`config.mk`:
```
export PLATFORM = sky130hd
export DESIGN_NAME = gpio_axil_master_flat
export DESIGN_NICKNAME = d
export VERILOG_FILES = /design/src/rtl/gpio_axil_pkg.sv /design/src/rtl/gpio_axil_if.sv /design/src/rtl/gpio_axil_watchdog.sv /design/src/rtl/gpio_axil_master.sv /design/src/flat_wrapper.sv
export SDC_FILE = /design/constraint.sdc
export NUM_CORES = 1
export LEC_CHECK = 0
export CAP_MARGIN = 20
export CORE_MARGIN = 2
export CORE_UTILIZATION = 40
export DETAILED_ROUTE_END_ITERATION = 12
export DONT_BUFFER_PORTS = 1
export MAX_ROUTING_LAYER = met4
export PLACE_DENSITY = 0.63
export REMOVE_ABC_BUFFERS = 1
export SYNTH_ARGS = -nofsm -noshare
export SYNTH_HDL_FRONTEND = slang
export SYNTH_SLANG_ARGS = --single-unit
```
`constraint.sdc`:
```
create_clock -name clock -period 5 [get_ports clock]
set_input_delay 0.5 -clock clock [delete_from_list [all_inputs] [get_ports clock]]
set_output_delay 0.5 -clock clock [all_outputs]
set_load 0.005 [all_outputs]
```
`src/rtl/gpio_axil_pkg.sv`:
```
// Shared types and constants for the gpio_axil request-to-AXI-Lite bridge.
// Optional watchdog is enabled with the GPIO_AXIL_TIMEOUT_EN macro.
package gpio_axil_pkg;

  localparam int unsigned ADDR_W = 32;
  localparam int unsigned DATA_W = 32;
  localparam int unsigned STRB_W = 4;

  // Largest legal timeout; the counter is sized so any legal timeout fits.
  localparam int unsigned TIMEOUT_MAX = 65535;
  localparam int unsigned CNT_W       = $clog2(TIMEOUT_MAX + 1);

  typedef enum logic [2:0] {
    IDLE  = 3'd0,
    WRITE = 3'd1,
    WRESP = 3'd2,
    RADDR = 3'd3,
    RDATA = 3'd4,
    RESP  = 3'd5
  } state_e;

endpackage

```
`src/rtl/gpio_axil_if.sv`:
```
// AXI4-Lite channel bundle between the bridge (master) and the GPIO slave.
interface gpio_axil_if;
  import gpio_axil_pkg::*;

  logic [ADDR_W-1:0] WAddress;
  logic              AWvalid;
  logic              AWready;
  logic [DATA_W-1:0] Wdata;
  logic [STRB_W-1:0] strobe;
  logic              Wvalid;
  logic              Wready;
  logic              Bvalid;
  logic              Bready;
  logic [ADDR_W-1:0] RAddress;
  logic              ARvalid;
  logic              ARready;
  logic              Rvalid;
  logic [DATA_W-1:0] Rdata;
  logic              Rready;

  modport master (
    output WAddress, AWvalid, Wdata, strobe, Wvalid, Bready, RAddress, ARvalid, Rready,
    input  AWready, Wready, Bvalid, ARready, Rvalid, Rdata
  );

  modport slave (
    input  WAddress, AWvalid, Wdata, strobe, Wvalid, Bready, RAddress, ARvalid, Rready,
    output AWready, Wready, Bvalid, ARready, Rvalid, Rdata
  );

endinterface

```
`src/rtl/gpio_axil_watchdog.sv`:
```
// Stall counter: flags expiry on the cycle its count would reach TIMEOUT_CYCLES.
module gpio_axil_watchdog
  import gpio_axil_pkg::*;
#(
  parameter int unsigned TIMEOUT_CYCLES = 255
) (
  input  logic clock,
  input  logic reset,
  input  logic clear,
  input  logic enable,
  output logic expired
);

  logic [CNT_W-1:0] cnt_q, cnt_d;

  // Next count: clear wins over increment.
  always_comb begin
    cnt_d = cnt_q;
    if (clear) begin
      cnt_d = '0;
    end else if (enable) begin
      cnt_d = cnt_q + CNT_W'(1);
    end
  end

  // Count register.
  always_ff @(posedge clock or posedge reset) begin
    if (reset) begin
      cnt_q <= '0;
    end else begin
      cnt_q <= cnt_d;
    end
  end

  // Depends only on registered state so it cannot loop back through clear.
  assign expired = enable && (cnt_q == CNT_W'(TIMEOUT_CYCLES - 1));

endmodule

```
`src/rtl/gpio_axil_master.sv`:
```
// Single-outstanding native request to AXI4-Lite master bridge.
// GPIO_AXIL_TIMEOUT_EN adds a watchdog that aborts stalled transactions.
module gpio_axil_master
  import gpio_axil_pkg::*;
#(
  parameter int unsigned TIMEOUT_CYCLES = 255
) (
  input  logic              clock,
  input  logic              reset,
  input  logic              req_valid,
  output logic              req_ready,
  input  logic              req_write,
  input  logic [ADDR_W-1:0] req_addr,
  input  logic [DATA_W-1:0] req_wdata,
  input  logic [STRB_W-1:0] req_strb,
  output logic              rsp_valid,
  input  logic              rsp_ready,
  output logic [DATA_W-1:0] rsp_rdata,
  output logic              rsp_err,
  gpio_axil_if.master       axi
);

  if (TIMEOUT_CYCLES < 1 || TIMEOUT_CYCLES > TIMEOUT_MAX) begin : g_bad_timeout
    $error("gpio_axil_master: TIMEOUT_CYCLES out of range");
  end

  state_e            state_q, state_d;
  logic [ADDR_W-1:0] waddr_q, waddr_d, raddr_q, raddr_d;
  logic [DATA_W-1:0] wdata_q, wdata_d, rsp_rdata_q, rsp_rdata_d;
  logic [STRB_W-1:0] strb_q, strb_d;
  logic awvalid_q, awvalid_d, wvalid_q, wvalid_d, bready_q, bready_d;
  logic arvalid_q, arvalid_d, rready_q, rready_d, rsp_valid_q, rsp_valid_d;
  logic aw_hs_c, w_hs_c, b_hs_c, ar_hs_c, r_hs_c, abort_c;

  assign aw_hs_c = awvalid_q & axi.AWready;
  assign w_hs_c  = wvalid_q  & axi.Wready;
  assign b_hs_c  = bready_q  & axi.Bvalid;
  assign ar_hs_c = arvalid_q & axi.ARready;
  assign r_hs_c  = rready_q  & axi.Rvalid;

  // Next-state and registered-output logic; watchdog abort overrides everything.
  always_comb begin
    state_d     = state_q;
    waddr_d     = waddr_q;
    wdata_d     = wdata_q;
    strb_d      = strb_q;
    raddr_d     = raddr_q;
    awvalid_d   = awvalid_q;
    wvalid_d    = wvalid_q;
    bready_d    = bready_q;
    arvalid_d   = arvalid_q;
    rready_d    = rready_q;
    rsp_valid_d = rsp_valid_q;
    rsp_rdata_d = rsp_rdata_q;
    unique case (state_q)
      IDLE: begin
        if (req_valid) begin
          if (req_write) begin
            waddr_d   = req_addr;
            wdata_d   = req_wdata;
            strb_d    = req_strb;
            awvalid_d = 1'b1;
            wvalid_d  = 1'b1;
            state_d   = WRITE;
          end else begin
            raddr_d   = req_addr;
            arvalid_d = 1'b1;
            state_d   = RADDR;
          end
        end
      end
      WRITE: begin
        if (aw_hs_c) awvalid_d = 1'b0;
        if (w_hs_c)  wvalid_d  = 1'b0;
        // Each channel is done once its valid has dropped or drops now.
        if (!(awvalid_q && !aw_hs_c) && !(wvalid_q && !w_hs_c)) begin
          bready_d = 1'b1;
          state_d  = WRESP;
        end
      end
      WRESP: begin
        if (b_hs_c) begin
          bready_d    = 1'b0;
          rsp_rdata_d = '0;
          rsp_valid_d = 1'b1;
          state_d     = RESP;
        end
      end
      RADDR: begin
        if (ar_hs_c) begin
          arvalid_d = 1'b0;
          rready_d  = 1'b1;
          state_d   = RDATA;
        end
      end
      RDATA: begin
        if (r_hs_c) begin
          rsp_rdata_d = axi.Rdata;
          rready_d    = 1'b0;
          rsp_valid_d = 1'b1;
          state_d     = RESP;
        end
      end
      RESP: begin
        if (rsp_ready) begin
          rsp_valid_d = 1'b0;
          state_d     = IDLE;
        end
      end
      default: state_d = IDLE;
    endcase
    if (abort_c) begin
      awvalid_d   = 1'b0;
      wvalid_d    = 1'b0;
      bready_d    = 1'b0;
      arvalid_d   = 1'b0;
      rready_d    = 1'b0;
      rsp_rdata_d = '0;
      rsp_valid_d = 1'b1;
      state_d     = RESP;
    end
  end

  // State and output registers; async reset drops every valid/ready at once.
  always_ff @(posedge clock or posedge reset) begin
    if (reset) begin
      state_q     <= IDLE;
      waddr_q     <= '0;
      wdata_q     <= '0;
      strb_q      <= '0;
      raddr_q     <= '0;
      awvalid_q   <= 1'b0;
      wvalid_q    <= 1'b0;
      bready_q    <= 1'b0;
      arvalid_q   <= 1'b0;
      rready_q    <= 1'b0;
      rsp_valid_q <= 1'b0;
      rsp_rdata_q <= '0;
    end else begin
      state_q     <= state_d;
      waddr_q     <= waddr_d;
      wdata_q     <= wdata_d;
      strb_q      <= strb_d;
      raddr_q     <= raddr_d;
      awvalid_q   <= awvalid_d;
      wvalid_q    <= wvalid_d;
      bready_q    <= bready_d;
      arvalid_q   <= arvalid_d;
      rready_q    <= rready_d;
      rsp_valid_q <= rsp_valid_d;
      rsp_rdata_q <= rsp_rdata_d;
    end
  end

`ifdef GPIO_AXIL_TIMEOUT_EN
  logic rsp_err_q, rsp_err_d;
  logic any_hs_c, wd_clear_c, wd_enable_c, wd_expired;

  assign any_hs_c    = aw_hs_c | w_hs_c | b_hs_c | ar_hs_c | r_hs_c;
  assign wd_enable_c = (state_q == WRITE) || (state_q == WRESP) ||
                       (state_q == RADDR) || (state_q == RDATA);
  assign wd_clear_c  = (state_d != state_q) || any_hs_c;
  // A handshake on the expiry cycle is progress, so it suppresses the abort.
  assign abort_c     = wd_expired & ~any_hs_c;

  gpio_axil_watchdog #(
    .TIMEOUT_CYCLES(TIMEOUT_CYCLES)
  ) u_watchdog (
    .clock  (clock),
    .reset  (reset),
    .clear  (wd_clear_c),
    .enable (wd_enable_c),
    .expired(wd_expired)
  );

  // Error flag: set by an abort, cleared by the next accepted request.
  always_comb begin
    rsp_err_d = rsp_err_q;
    if (req_valid && req_ready) rsp_err_d = 1'b0;
    if (abort_c)                rsp_err_d = 1'b1;
  end

  // Error flag register.
  always_ff @(posedge clock or posedge reset) begin
    if (reset) begin
      rsp_err_q <= 1'b0;
    end else begin
      rsp_err_q <= rsp_err_d;
    end
  end

  assign rsp_err = rsp_err_q;
`else
  assign abort_c = 1'b0;
  assign rsp_err = 1'b0;
`endif

  assign req_ready    = (state_q == IDLE);
  assign rsp_valid    = rsp_valid_q;
  assign rsp_rdata    = rsp_rdata_q;
  assign axi.WAddress = waddr_q;
  assign axi.Wdata    = wdata_q;
  assign axi.strobe   = strb_q;
  assign axi.AWvalid  = awvalid_q;
  assign axi.Wvalid   = wvalid_q;
  assign axi.Bready   = bready_q;
  assign axi.RAddress = raddr_q;
  assign axi.ARvalid  = arvalid_q;
  assign axi.Rready   = rready_q;

endmodule

```
`src/flat_wrapper.sv`:
```
// flat-port wrapper written by rule: the top's interface ports become plain ports
module gpio_axil_master_flat import gpio_axil_pkg::*;
#(
  parameter int unsigned TIMEOUT_CYCLES = 255
)
  (clock, reset, req_valid, req_ready, req_write, req_addr, req_wdata, req_strb, rsp_valid, rsp_ready, rsp_rdata, rsp_err, axi_WAddress, axi_AWvalid, axi_Wdata, axi_strobe, axi_Wvalid, axi_Bready, axi_RAddress, axi_ARvalid, axi_Rready, axi_AWready, axi_Wready, axi_Bvalid, axi_ARready, axi_Rvalid, axi_Rdata);
  gpio_axil_if axi_i ();
  input  logic clock;
  input  logic reset;
  input  logic req_valid;
  output logic req_ready;
  input  logic req_write;
  input  logic [ADDR_W-1:0] req_addr;
  input  logic [DATA_W-1:0] req_wdata;
  input  logic [STRB_W-1:0] req_strb;
  output logic rsp_valid;
  input  logic rsp_ready;
  output logic [DATA_W-1:0] rsp_rdata;
  output logic rsp_err;
  output wire logic [$bits(axi_i.WAddress)-1:0] axi_WAddress;
  output wire logic [$bits(axi_i.AWvalid)-1:0] axi_AWvalid;
  output wire logic [$bits(axi_i.Wdata)-1:0] axi_Wdata;
  output wire logic [$bits(axi_i.strobe)-1:0] axi_strobe;
  output wire logic [$bits(axi_i.Wvalid)-1:0] axi_Wvalid;
  output wire logic [$bits(axi_i.Bready)-1:0] axi_Bready;
  output wire logic [$bits(axi_i.RAddress)-1:0] axi_RAddress;
  output wire logic [$bits(axi_i.ARvalid)-1:0] axi_ARvalid;
  output wire logic [$bits(axi_i.Rready)-1:0] axi_Rready;
  input wire logic [$bits(axi_i.AWready)-1:0] axi_AWready;
  input wire logic [$bits(axi_i.Wready)-1:0] axi_Wready;
  input wire logic [$bits(axi_i.Bvalid)-1:0] axi_Bvalid;
  input wire logic [$bits(axi_i.ARready)-1:0] axi_ARready;
  input wire logic [$bits(axi_i.Rvalid)-1:0] axi_Rvalid;
  input wire logic [$bits(axi_i.Rdata)-1:0] axi_Rdata;
  assign axi_WAddress = axi_i.WAddress;
  assign axi_AWvalid = axi_i.AWvalid;
  assign axi_Wdata = axi_i.Wdata;
  assign axi_strobe = axi_i.strobe;
  assign axi_Wvalid = axi_i.Wvalid;
  assign axi_Bready = axi_i.Bready;
  assign axi_RAddress = axi_i.RAddress;
  assign axi_ARvalid = axi_i.ARvalid;
  assign axi_Rready = axi_i.Rready;
  assign axi_i.AWready = axi_AWready;
  assign axi_i.Wready = axi_Wready;
  assign axi_i.Bvalid = axi_Bvalid;
  assign axi_i.ARready = axi_ARready;
  assign axi_i.Rvalid = axi_Rvalid;
  assign axi_i.Rdata = axi_Rdata;
  gpio_axil_master #(.TIMEOUT_CYCLES(TIMEOUT_CYCLES)) u_core (.clock(clock), .reset(reset), .req_valid(req_valid), .req_ready(req_ready), .req_write(req_write), .req_addr(req_addr), .req_wdata(req_wdata), .req_strb(req_strb), .rsp_valid(rsp_valid), .rsp_ready(rsp_ready), .rsp_rdata(rsp_rdata), .rsp_err(rsp_err), .axi(axi_i));
endmodule
```
==> flow_summary_export.csv <==
group,metric,value,unit
outcome,outcome,"complete, no violations",
pwr,power_frac_clock,27.3,%
clock_network,cts_tree,"done",
pwr,seqPwrFrac,50.8,%
pwr,peakVddDrop,0.0002732,V
die,die_y,122.8,µm
critical_path,crit_path_end_kind,"register",
pwr,combPwrFrac,21.9,%
drt,dr.first_iter.drc_count,188,
sta,fin_ws,2534,ps
clock_network,clk_latency,410,ps
synth,synth.avg_cell_area,16.12,µm²
sta,finalCriticalPeriod,2466,ps
drt,detail-route-antenna-nets,0,
synth,synth_fa_ha_area_share,0,%
drt,viasPerCell,5.403,
final_layout,syn_to_final_growth,11.04,%
synth,synth_cells,350,
sta,fin_hold_ws,123.0,ps
critical_path,worstPathArrival,2750,ps
clock_network,cts_setup_buffers,0,
hold_path,hold_path_class,"input port to async pin",
final_layout,final_nets,461,
sta,fmax,405.4,MHz
sta,slew_headroom,27.79,%
clock_network,cts_resized,0,
grt,grt_overflow,0,
synth,synth_ff_type,"dfrtp_1",
critical_path,critical_path_class,"register to register",
die,rows,43,
synth,ys_ff_latch,141,
sta,drv_slew,0,
die,start_util,40.81,%
synth,synth_edf_count,0,
placement,post-place-ws,2528,ps
sta,finalSetupViolCount,0,
die,die_w,122.8,µm
sta,finalCritPeriodShare,49.33,%
clock_network,hold_buffers,0,
drt,wl,11.48,mm
synth,synth.distinct_cells,42,
critical_path,path_max_fanout,70,
clock_network,clk_pin_slew,60,ps
clock_network,htree_levels,4,
final_layout,drive_gt1_share,38.50,%
synth,async_reset_ff_share,100.0,%
pwr,switching_power,1.321,mW
die,ios,250,
die,core_area,13830,µm²
clock_network,numCtsBuffers,17,
pwr,swShare,29.64,%
critical_path,cp-start-kind,"register",
pwr,leakage,2.814,nW
placement,dp_hpwl,7.899,mm
sta,rsz0062_at_grt,"no",
sta,final.setup.tns,0,ps
drt,wl_per_cell,21.22,µm
sta,worst_pin_slew,1083,ps
synth,yosysSeqAreaShare,62.53,%
synth,synth_compound_gate_area_share,7.827,%
synth,synth_top_cell_by_area,"dfrtp_1",
synth,yosys.area.top_type_share,62.53,%
synth,netlist_top_cells_count,"dfrtp_1, mux2_2, a22o_1, mux2_4, nand2_1",
placement,io_buffers,0,
clock_network,cts-root-buf,"clkbuf_16",
grt,grt_pass1_wl,17.19,mm
critical_path,required,5280,ps
sta,hold_viol_final,0,
synth,synth_xor_xnor_area_share,0.1552,%
synth,synth_area_leaders,"dfrtp_1, mux2_2, mux2_4",
final_layout,postLayoutCoreUtil,45.32,%
drt,route.detailed.drc,0,
job,cap_viol_max_count,0,
die,fp.dieArea,15070,µm²
placement,place_congestion,0.8214,
clock_network,cts_buffer_depth,2,
synth,synthSimpleGateAreaFrac,3.437,%
grt,grt_pass1_vias,3128,
drt,dr.pass1.iters,4,
synth,synth_top_family_by_area,"multiplexers",
pwr,powerDensity,711.1,nW/µm²
synth,synth.most_common_cell,"dfrtp_1",
sta,fin_worst_skew,5.836,ps
grt,grt_start_max_net_pins,102,
synth,synth.area.mux_share,21.88,%
drt,vias,2923,
pwr,p_int,3.135,mW
grt,grt_usage,15.65,%
pwr,p_total,4.456,mW
grt,antenna_found_initial,0,
clock_network,clock_sinks,141,
synth,synth_warnings,0,
final_layout,num_antenna_cells,0,
synth,syn_area,5643,µm²
==> cell type report <==
class                   instances  area [µm²]
flip-flops and latches        141        3528
repair buffers                  3       30.03
clock inverters                 6       86.33
inverters                       5       23.77
well taps                     180       225.2
fillers                      1243        7561
multi-input cells             183        1884
clock buffers                  23       488.0
==> critical path: stages, from the launching register on <==
cell and delay [ps]:
dfrtp_1 560, nor3_4 370, nand3_4 730, mux2_2 590
==> routing by layer <==
layer	up-vias	track usage (%)	wire length, µm
met5	-	-	0
met4	0	6.178	133
met3	9	6.738	1085
met2	133	24.17	5892
met1	1517	17.97	4369
li1	1264	-	-
==> state kept, by name (all words and copies together) (netlist names) <==
name	count
u_core.axi.ARvalid	1
u_core.axi.AWvalid	1
u_core.axi.Bready	1
u_core.axi.RAddress	32
u_core.axi.Rready	1
u_core.axi.WAddress	32
u_core.axi.Wdata	32
u_core.axi.Wvalid	1
u_core.axi.strobe	4
u_core.rsp_rdata	32
u_core.rsp_valid	1
u_core.state_q	3
==> kinds of logic after synthesis <==
logic type,Yosys count
AOI/OAI and AO/OA,52
xor gates and xnor gates,1
buffers and inverters,26
DFF,141
muxes,100
other,1
and+or+nand+nor,29
==> cells in the final DEF (no fill, tap or decap), drive strengths merged, types with 2 or more instances in the layout <==
cell type / instances
a21bo: 2
a22o: 32
a31oi: 2
and3: 2
and4b: 2
buf: 3
bufinv: 2
clkbuf: 23
clkinv: 3
dfrtp: 141
inv: 5
mux2: 100
nand2: 10
nand2b: 3
nand3: 3
nor2b: 2
nor3: 3
==> through the flow <==
stage,instances,area [µm²]
after global placement,511,5677
after floorplan,329,5430
final,541,6266
after global routing,541,6266
after CTS,541,6266
after detailed placement,512,5692
==> power groups by stage <==
stage | Combinational [mW] | Sequential [mW] | Clock, mW
floorplan | 0.856 | 2.10 | 0
global placement | 0.934 | 2.27 | 0
detailed placement | 0.992 | 2.28 | 0
CTS | 0.990 | 2.27 | 1.25
global route | 1.07 | 2.34 | 1.32
finish | 0.977 | 2.26 | 1.22
==> final timing paths <==
path	startpoint	slack (ps)	cells after the start	end
worst max-delay path	u_core.state_q[0]	2530	3	u_core.axi.Wdata[29]
worst max register to register	u_core.state_q[0]	2530	3	u_core.axi.Wdata[29]
worst min-delay path	reset	120	1	u_core.rsp_rdata[9]
max in group asynchronous	reset	3760	2	u_core.rsp_rdata[16]
min in group clock	axi_Rdata[28]	220	1	u_core.rsp_rdata[28]
worst min register to register	u_core.axi.WAddress[8]	530	1	u_core.axi.WAddress[8]
Note: power is estimated with default switching activity, not from simulation.
